==> config.mk <==
export PLATFORM = sky130hd
export DESIGN_NAME = cim_core_req_router
export DESIGN_NICKNAME = d
export VERILOG_FILES = /design/src/rtl/cim_core_router_pkg.sv /design/src/rtl/cim_core_err_resp.sv /design/src/rtl/cim_core_req_router.sv
export SDC_FILE = /design/constraint.sdc
export NUM_CORES = 1
export LEC_CHECK = 0
export ABC_CLOCK_PERIOD_IN_PS = 4400
export CAP_MARGIN = 20
export CELL_PAD_IN_SITES_DETAIL_PLACEMENT = 1
export CELL_PAD_IN_SITES_GLOBAL_PLACEMENT = 1
export CORE_AREA = 2 2 279 281
export CTS_CLUSTER_DIAMETER = 100
export DETAILED_ROUTE_END_ITERATION = 12
export DIE_AREA = 0 0 281 283
export PLACE_DENSITY = 0.62
export SLEW_MARGIN = 20
export SYNTH_ARGS = -nofsm -noshare
export SYNTH_HDL_FRONTEND = slang
export SYNTH_SLANG_ARGS = --single-unit
==> constraint.sdc <==
create_clock -name clk_i -period 4.4 [get_ports clk_i]
set_input_delay 0.66 -clock clk_i [delete_from_list [all_inputs] [get_ports clk_i]]
set_output_delay 0.66 -clock clk_i [all_outputs]
set_load 0.01 [all_outputs]
==> src/rtl/cim_core_router_pkg.sv <==
// Shared types and constants for the CIM core request router.
package cim_core_router_pkg;

    localparam int ERR_CNT_W = 16;

    typedef struct packed {
        logic [31:0] idx;
        logic [31:0] start_addr;
        logic [31:0] end_addr;
    } rule_t;

    // Counter width that can hold the values 0..n inclusive.
    function automatic int cnt_width(input int n);
        return (n < 1) ? 1 : $clog2(n + 1);
    endfunction

endpackage

==> src/rtl/cim_core_err_resp.sv <==
// Local error-response generator: answers accepted decode-error requests
// one per cycle, one cycle after acceptance at the earliest.
module cim_core_err_resp
    import cim_core_router_pkg::*;
#(
    parameter int MaxTrans = 4
) (
    input  logic clk_i,
    input  logic rst_i,
    input  logic push_i,
    output logic emit_o,
    output logic err_valid_o
);

    localparam int CntW = cnt_width(MaxTrans);

    logic [CntW-1:0] pend;

    // A fresh error can be answered at the very next edge, so it counts as emittable now.
    assign emit_o = push_i || (pend != '0);

    always_ff @(posedge clk_i) begin
        if (rst_i) begin
            pend        <= '0;
            err_valid_o <= 1'b0;
        end else begin
            pend        <= pend + CntW'(push_i) - CntW'(emit_o);
            err_valid_o <= emit_o;
        end
    end

endmodule

==> src/rtl/cim_core_req_router.sv <==
// Routes the core's req/gnt port to NoTargets targets with in-order responses.
// Optional saturating error counter enabled by CIM_CORE_ROUTER_ERR_CNT_EN.
module cim_core_req_router
    import cim_core_router_pkg::*;
#(
    parameter int NoRules        = 4,
    parameter int NoTargets      = 4,
    parameter int AXI_ADDR_WIDTH = 32,
    parameter int DATA_WIDTH     = 32,
    parameter int MaxTrans       = 4,
    parameter int IdxWidth       = (NoTargets > 1) ? $clog2(NoTargets) : 1
) (
    input  logic                                clk_i,
    input  logic                                rst_i,
    input  rule_t [NoRules-1:0]                 addr_map_i,
    input  logic                                slv_req_i,
    output logic                                slv_gnt_o,
    input  logic [AXI_ADDR_WIDTH-1:0]           slv_addr_i,
    input  logic                                slv_we_i,
    input  logic [DATA_WIDTH-1:0]               slv_wdata_i,
    input  logic [DATA_WIDTH/8-1:0]             slv_be_i,
    output logic                                slv_rvalid_o,
    output logic [DATA_WIDTH-1:0]               slv_rdata_o,
    output logic                                slv_err_o,
    output logic [NoTargets-1:0]                mst_req_o,
    input  logic [NoTargets-1:0]                mst_gnt_i,
    output logic [AXI_ADDR_WIDTH-1:0]           mst_addr_o,
    output logic                                mst_we_o,
    output logic [DATA_WIDTH-1:0]               mst_wdata_o,
    output logic [DATA_WIDTH/8-1:0]             mst_be_o,
    input  logic [NoTargets-1:0]                mst_rvalid_i,
    input  logic [NoTargets-1:0][DATA_WIDTH-1:0] mst_rdata_i,
    output logic [ERR_CNT_W-1:0]                err_cnt_o
);

    localparam int CntW = cnt_width(MaxTrans);

    logic                dec_valid;
    logic [IdxWidth-1:0] tgt;
    logic                stall;
    logic                same_dest;
    logic                accept;
    logic                err_push;
    logic                tgt_resp;
    logic                err_emit;
    logic                err_valid;
    logic                rsp_valid;
    logic [CntW-1:0]     cnt;
    logic [IdxWidth-1:0] cur_tgt;
    logic                cur_err;

    assign mst_addr_o  = slv_addr_i;
    assign mst_we_o    = slv_we_i;
    assign mst_wdata_o = slv_wdata_i;
    assign mst_be_o    = slv_be_i;

    // Later rules override earlier ones; an out-of-range index decodes as an error.
    always_comb begin
        dec_valid = 1'b0;
        tgt       = '0;
        for (int i = 0; i < NoRules; i++) begin
            if (slv_addr_i >= AXI_ADDR_WIDTH'(addr_map_i[i].start_addr) &&
                slv_addr_i <  AXI_ADDR_WIDTH'(addr_map_i[i].end_addr)) begin
                dec_valid = (addr_map_i[i].idx < 32'(NoTargets));
                tgt       = addr_map_i[i].idx[IdxWidth-1:0];
            end
        end
    end

    assign same_dest = dec_valid ? (!cur_err && tgt == cur_tgt) : cur_err;
    assign stall     = (cnt == CntW'(MaxTrans)) || (cnt != '0 && !same_dest);

    always_comb begin
        mst_req_o = '0;
        slv_gnt_o = 1'b0;
        if (!rst_i && !stall) begin
            if (dec_valid) begin
                mst_req_o[tgt] = slv_req_i;
                slv_gnt_o      = mst_gnt_i[tgt];
            end else begin
                slv_gnt_o = slv_req_i;
            end
        end
    end

    assign accept   = slv_req_i && slv_gnt_o;
    assign err_push = accept && !dec_valid;
    assign tgt_resp = !rst_i && mst_rvalid_i[cur_tgt] && cnt != '0 && !cur_err;

    cim_core_err_resp #(
        .MaxTrans (MaxTrans)
    ) u_err_resp (
        .clk_i       (clk_i),
        .rst_i       (rst_i),
        .push_i      (err_push),
        .emit_o      (err_emit),
        .err_valid_o (err_valid)
    );

    always_ff @(posedge clk_i) begin
        if (rst_i) begin
            cnt         <= '0;
            cur_tgt     <= '0;
            cur_err     <= 1'b0;
            rsp_valid   <= 1'b0;
            slv_rdata_o <= '0;
        end else begin
            cnt <= cnt + CntW'(accept) - CntW'(tgt_resp || err_emit);
            if (accept) begin
                cur_err <= !dec_valid;
                if (dec_valid) begin
                    cur_tgt <= tgt;
                end
            end
            rsp_valid   <= tgt_resp;
            slv_rdata_o <= tgt_resp ? mst_rdata_i[cur_tgt] : '0;
        end
    end

    assign slv_rvalid_o = rsp_valid || err_valid;
    assign slv_err_o    = err_valid;

`ifdef CIM_CORE_ROUTER_ERR_CNT_EN
    localparam int SumW = ERR_CNT_W + 1;

    logic [NoTargets-1:0] spur;
    logic [SumW-1:0]      err_sum;
    logic [ERR_CNT_W-1:0] err_cnt_q;

    // Every rvalid bit not consumed as the in-order response is spurious.
    always_comb begin
        spur = mst_rvalid_i;
        if (tgt_resp) begin
            spur[cur_tgt] = 1'b0;
        end
        err_sum = {1'b0, err_cnt_q} + SumW'(err_push);
        for (int i = 0; i < NoTargets; i++) begin
            err_sum = err_sum + SumW'(spur[i]);
        end
    end

    always_ff @(posedge clk_i) begin
        if (rst_i) begin
            err_cnt_q <= '0;
        end else begin
            err_cnt_q <= err_sum[ERR_CNT_W] ? '1 : err_sum[ERR_CNT_W-1:0];
        end
    end

    assign err_cnt_o = err_cnt_q;
`else
    assign err_cnt_o = '0;
`endif

endmodule

==> results by group, run 1 <==
Outcome
  – Status: complete, but fails checks
  – Failing checks: negative setup slack

Worst setup path
  – Worst reg-to-reg path cell count: 10
  – Cell mode on critical path: buf_6
  – RR Endpoint: cnt[1]
  – Critical path cell sequence: dlygate4sd2_1 -> inv_2 -> ha_4 -> nand4_1 -> nor4_4 -> a221oi_2 -> o211ai_1 -> buf_4 -> buf_6 -> buf_6 -> a31o_4 -> a31oi_4 -> buf_6 -> a2111oi_4 -> o41ai_4 -> a211oi_4 -> o21ai_4 -> nor4b_2 -> buf_2
  – Critical path type: in -> out
  – R2R setup slack: ~1.4 ns
  – Crit path DAT: approximately 4.2 ns
  – CP peak stage delay: 0.42 ns
  – Worst R2R Start: cur_tgt[0]
  – Startpoint type of the worst setup path: input port
  – Crit. Startpoint: addr_map_i[148]
  – Worst setup EP type: primary output
  – Critical-path top delay cell: nor4_4
  – WP data required: 3.74 ns
  – CP Max Fanout: 7

Finish
  – Fin nets: just under 3,000
  – Post-Layout Cell Count: slightly above 3,000
  – Syn-to-layout area delta: 116%
  – Layout cells sized above 1: roughly a third
  – Filler instances: a little under 9,000
  – Fin util: about 28%

Placed design
  – Port Buffers: 625
  – Gpl congestion: around 0.9
  – Post-DP HPWL: approximately 60,000 um
  – Placed insts: ~3,000

STA
  – Slew Limit Fails: 0
  – Final hold slack: between 0.6 and 0.7 ns
  – Setup-failing EPs final: 9
  – Fmax: slightly above 200 MHz
  – Min Tclk post-route: just under 5 ns
  – Final WS setup: -0.500 ns
  – Final hold violations: 0
  – Actual transition at the worst max-transition pin: between 0.7 and 0.8 ns
  – Crit share post-route: 111%
  – Skew final: between 0.003 and 0.004 ns
  – RSZ-0062 raised after global routing: yes
  – Worst rel slew slack: between 50% and 60%

Detailed routing
  – First DRT Iteration DRCs: about 360
  – Drt wl/cell: between 20 and 25 um
  – Final WL: between 60,000 and 70,000 um
  – DRT Pass-1 Iters: 6
  – Residual DRC: 0
  – Vias: 12,406
  – Post-route ant nets: 0
  – Vias per cell: approximately 4

Worst hold path
  – Hold Path End: cur_err
  – Hold Crit Depth: 2
  – Worst hold-check path type: reg -> reg
  – HP Start: cur_err

Clock network
  – Clk slew on worst S/H paths: about 0.06 ns
  – CTS buffer count: 5
  – H-tree depth: 2
  – Maximum clock path buffer count: 2
  – Clock Sinks: 43
  – CTS root buf: clkbuf_16
  – Clk_lat worst skew: about 0.28 ns
  – CTS tree: built

Die
  – Chip width: ~280 um
  – Site Rows: around 100
  – Height of the die: 283 um
  – Initial Util: approximately an eighth
  – Top-Level Pins: 716
  – Core area: between 70,000 and 80,000 sq um
  – Die area: 79,500 sq um

Logic synthesis
  – Dominant cell type by area after synthesis: ha_1
  – Syn avg cell area: between 7 and 8 sq um
  – Mapped cell area: 9820 sq um
  – Number of synthesized flops with an enable pin: 0
  – Share of the synthesized area in the top cell type: about a third
  – Largest cells by area after synthesis: ha_1 32%, inv_1 10%, dfxtp_1 8.8%
  – Post-Syn Instances: 1,254
  – Yosys cell types: slightly above 70
  – Most frequent cell after synthesis: inv_1
  – Synth async-reset ratio: 0%
  – Syn. warnings: 0
  – Synth Flop Type: dfxtp_1
  – Share of the yosys chip area belonging to registers: 8.77%
  – Synth Register Bits: 43
  – Synth cell count leaders: 269 x inv_1, 255 x ha_1, 96 x a21oi_1, 85 x buf_4, 72 x nand2_1

Power and ir drop
  – Power, Total: between 3000 and 4000 uW
  – Worst vdd ir: 0.113 mV
  – Lkg Pwr: between 0.009 and 0.01 uW
  – Pwr Density: between 150 and 200 nW/um^2

Global routing
  – Initial antenna violation count: 34
  – Vias in the first global route: approximately 14,000
  – Largest net degree at the start of global routing: 34
  – Total Routing Usage GR: 16.6%
  – Grt total ovfl: 0
  – First-pass GRT wire length: about 96,000 um

Job
  – Max Cap Viol: 0
layout by cell type (no fill, tap or decap), drive strengths merged, types with 6 or more instances in the layout:
master,synthesis,routed
a211oi,13,13
a21o,11,11
a21oi,96,96
a221oi,7,7
buf,87,265
clkbuf,11,18
clkdlybuf4s15,0,8
clkdlybuf4s50,0,484
conb,1,16
dfxtp,43,43
diode,0,15
dlygate4sd2,0,63
dlymetal6s2s,0,36
ha,255,255
inv,270,270
mux4,33,33
nand2,72,72
nand2b,8,8
nand3,17,17
nand4,43,43
nor2,44,44
nor2b,41,41
nor3,17,17
nor4,42,42
o21a,8,8
o21ai,47,47
or2,6,6
logic make-up (layout without fill, tap and decap cells):
logic type	Yosys count	count (layout)	synth area share [%]
buffers and inverters	368	1146	17.3
AND/OR/NAND/NOR	307	307	16.8
adder cells (fa/ha/maj)	257	257	32.9
AO/OA/AOI/OAI	236	236	15.6
flip-flops	43	43	8.77
multiplexers	37	37	8.08
XOR/XNOR	5	5	0.446
other	1	31	0.0382
routing by layer:
| metal | vias to the layer above | GRT usage (%) | routed length [um] |
|---|---|---|---|
| met3 | 100 | 2.40 | 3430 |
| li1 | 5934 | - | - |
| met1 | 5946 | 20.5 | 29000 |
| met4 | 14 | 3.86 | 1760 |
| met2 | 412 | 30.1 | 34400 |
| met5 | - | 0 | 97 |
area by class of cell:
type / count / area [sq um] / share of cell area [%]
multi-input combinational: 858 / 9580 / 45.2
timing repair buffer: 868 / 8190 / 38.7
sequential: 43 / 862 / 4.07
clock inverter: 2 / 60.1 / 0.284
tap: 1040 / 1300 / 6.14
antenna: 15 / 37.5 / 0.177
clock buffer: 6 / 129 / 0.608
inverter: 270 / 1020 / 4.81
flip-flops by register name (all words and copies together) (netlist names):
signal / flops
u_err_resp.err_valid_o: 1
slv_rdata_o: 32
rsp_valid: 1
cnt: 3
cur_tgt: 2
u_err_resp.pend: 3
cur_err: 1
per-stage QoR:
stage                     instance area [sq um]  setup TNS (ns)  setup WS [ns]
after floorplan                            9890               0         0.0150
after global placement                    18200          -21.21          -2.03
after detailed placement                  18200          -22.83          -2.12
after CTS                                 20500           -4.38         -0.563
after global routing                      21200           -5.18         -0.661
final                                     21200           -3.43         -0.500
what timing repair did:
| item | 4_1_cts | 5_1_grt |
|---|---|---|
| pin swaps | 168 | 86 |
| hold buffers | 0 | 0 |
| resized for setup | 533 | 188 |
| endpoints found under the hold margin | 0 | 0 |
| setup endpoints to repair | 15 | 13 |
| buffers inserted | 49 | 19 |
worst max path at each step:
stage	endpoint	slack, ns
floorplan	cnt[2]	0.01
global placement	mst_req_o[2]	-2.03
detailed placement	slv_gnt_o	-2.12
CTS	mst_req_o[2]	-0.56
global route	mst_req_o[1]	-0.66
finish	mst_req_o[1]	-0.50
critical path: cells and delay by family:
| kind | cells | cell delay (ns) |
|---|---|---|
| AOI/OAI and AO/OA | 8 | 1.33 |
| buffers and inverters | 7 | 1.01 |
| and+or+nand+nor | 3 | 0.97 |
| adders and majority gates | 1 | 0.26 |
where the power goes:
part	switching (uW)	internal (uW)
clock network	161	326
logic	1110	1390
registers	52.0	459
(Power assumes the default switching activity.)
==> run 2: changes to the inputs <==
--- a/config.mk
+++ b/config.mk
@@ -13,7 +13,7 @@
 export CTS_CLUSTER_DIAMETER = 100
 export DETAILED_ROUTE_END_ITERATION = 12
 export DIE_AREA = 0 0 281 283
-export PLACE_DENSITY = 0.62
+export PLACE_DENSITY_LB_ADDON = 0.12
 export SLEW_MARGIN = 20
 export SYNTH_ARGS = -nofsm -noshare
 export SYNTH_HDL_FRONTEND = slang
==> results by group, run 2 (synthesized netlist as in run 1, its figures left out) <==
Die
  – Top-Level Pins: 716
  – Height of the die: 283 um
  – Chip width: 281 um
  – Core area: roughly 77,000 sq um
  – Die area: 79,500 sq um
  – Initial Util: 12.8%
  – Site Rows: ~100

Worst setup path
  – CP Max Fanout: 4
  – RR Endpoint: cnt[1]
  – Crit path DAT: between 4 and 5 ns
  – Critical path type: in -> out
  – Critical-path top delay cell: or4_1
  – CP peak stage delay: roughly 0.52 ns
  – R2R setup slack: around 1.4 ns
  – Worst reg-to-reg path cell count: 10
  – Critical path cell sequence: clkdlybuf4s50_1 -> inv_1 -> ha_1 -> a31o_2 -> a211oi_2 -> buf_4 -> nor4b_4 -> buf_4 -> a21o_1 -> or4_1 -> a21oi_2 -> o31ai_4 -> buf_6 -> a211oi_4 -> o21ai_4 -> buf_12 -> nor4b_4 -> buf_2
  – Worst R2R Start: cur_tgt[0]
  – WP data required: 3.74 ns
  – Worst setup EP type: primary output
  – Startpoint type of the worst setup path: input port

Worst hold path
  – HP Start: u_err_resp.pend[2]
  – Worst hold-check path type: reg -> reg
  – Hold Crit Depth: 2
  – Hold Path End: u_err_resp.err_valid_o

STA
  – Min Tclk post-route: between 5 and 6 ns
  – TNS Setup: -4.97 ns
  – Actual transition at the worst max-transition pin: 0.704 ns
  – Skew final: roughly 0.0054 ns
  – Crit share post-route: 116%
  – Final WS setup: -0.682 ns
  – Worst rel slew slack: 53.1%
  – Final hold violations: 0
  – Fmax: around 200 MHz
  – Setup-failing EPs final: 11
  – Slew Limit Fails: 0
  – RSZ-0062 raised after global routing: yes

Finish
  – Top flop regs: slv_rdata_o (32), cnt (3), u_err_resp.pend (3)
  – Layout cells sized above 1: about a quarter
  – Design area: 20,400 sq um
  – Filler instances: slightly below 9,000
  – Syn-to-layout area delta: 108%
  – Max FFs per register: 32
  – Fin nets: approximately 2,900
  – Top reg by flops: slv_rdata_o
  – Fin util: between 20% and 30%
  – Most common cell after layout, fill and taps aside: clkdlybuf4s50_1
  – Most used cells in the layout excluding fill and tap cells: 530 x clkdlybuf4s50_1, 222 x inv_1, 192 x ha_1

Job
  – Max Cap Viol: 0

Clock network
  – Maximum clock path buffer count: 2
  – Clk slew on worst S/H paths: approximately 0.070 ns
  – Clk_lat worst skew: around 0.3 ns
  – H-tree depth: 2
  – Clock Sinks: between 40 and 50
  – CTS buffer count: 5
  – CTS root buf: clkbuf_16
  – CTS tree: built
  – CTS Hold Bufs: 0

Global routing
  – Total Routing Usage GR: between 10% and 20%
  – Grt total ovfl: 0
  – Initial antenna violation count: 24
  – Vias in the first global route: approximately 13,000
  – Largest net degree at the start of global routing: 34
  – First-pass GRT wire length: around 90,000 um

Detailed routing
  – First DRT Iteration DRCs: approximately 250
  – Vias per cell: 3.91
  – Vias: between 10,000 and 15,000
  – Drt wl/cell: approximately 21 um
  – Residual DRC: 0
  – DRT Pass-1 Iters: 4
  – Post-route ant nets: 0
  – Final WL: roughly 65,000 um

Power and ir drop
  – Pwr Density: approximately 160 nW/um^2
  – Lkg Pwr: 0.00919 uW
  – Worst vdd ir: roughly 0.15 mV

Outcome
  – Failing checks: negative setup slack
  – Status: complete, but fails checks

Placed design
  – Port Buffers: about 630
  – Post-DP HPWL: slightly below 60,000 um
  – Gpl congestion: between 0.9 and 1
  – Post-DP Area: around 18,000 sq um
## run 2: changes by cell type in the layout (fill, tap and decap cells not counted), sizes merged
cell	change
clkinvlp	+1
diode	-3
clkbuf	+3
dlymetal6s2s	+5
clkinv	+1
buf	-36
clkdlybuf4s50	+46
bufinv	-2
dlygate4sd2	-29
clkdlybuf4s15	-8
## run 2: worst max-delay path by stage
| stage | to | startpoint |
|---|---|---|
| after CTS | mst_req_o[1] | addr_map_i[253] |
| after detailed placement | slv_gnt_o | slv_addr_i[29] |
| after global routing | mst_req_o[1] | addr_map_i[108] |
| after floorplan | cnt[2] | addr_map_i[238] |
| after global placement | slv_gnt_o | slv_addr_i[29] |
| final | mst_req_o[1] | addr_map_i[108] |
## run 2: critical path: cells and delay by family
family | cells | cell delay, ns
adders and majority gates | 1 | 0.28
and+or+nand+nor | 3 | 0.80
AOI/OAI and AO/OA | 7 | 1.40
buffers and inverters | 7 | 1.26
## run 2: per-layer routing
metal	vias up	track usage, %	share of wire, %
met1	5714	19.0	42
met3	68	2.65	5.0
met4	12	2.58	1.6
li1	5902	-	-
met2	348	29.1	51
met5	-	0	0.11
## run 2: layout make-up
type	instances	area [sq um]	area share, %
antenna	12	30.0	0.147
clock buffer	6	139	0.681
clock inverter	2	16.3	0.0798
inverter	270	1020	4.98
multi-input combinational	858	8950	43.9
sequential	43	862	4.23
tap	1040	1300	6.38
timing repair buffer	849	8070	39.6
## run 2: report_power, final
part	leakage (uW)	switching, uW	internal (uW)	total [uW]
combinational	0.00877	1030	1320	2350
sequential	0.000352	43.1	459	502
clock	0.0000731	190	228	417
## run 2: what timing repair did
action                     CTS  global route
pin swaps                   66            79
resized for setup          222           229
buffers inserted            25            21
setup endpoints to repair   15            14
## run 2: per-stage QoR
stage / instances / hold WS [ns] / setup WS (ns) / total power (uW)
2_1_floorplan: 1269 / 0.499 / 0.0150 / 1360
3_3_place_gp: 3022 / 0.569 / -2.03 / 2500
3_5_place_dp: 3022 / 0.574 / -1.98 / 2530
4_1_cts: 3051 / 0.619 / -0.804 / 3170
5_1_grt: 3074 / 0.664 / -0.826 / 3550
6_report: 3080 / 0.613 / -0.682 / 3270
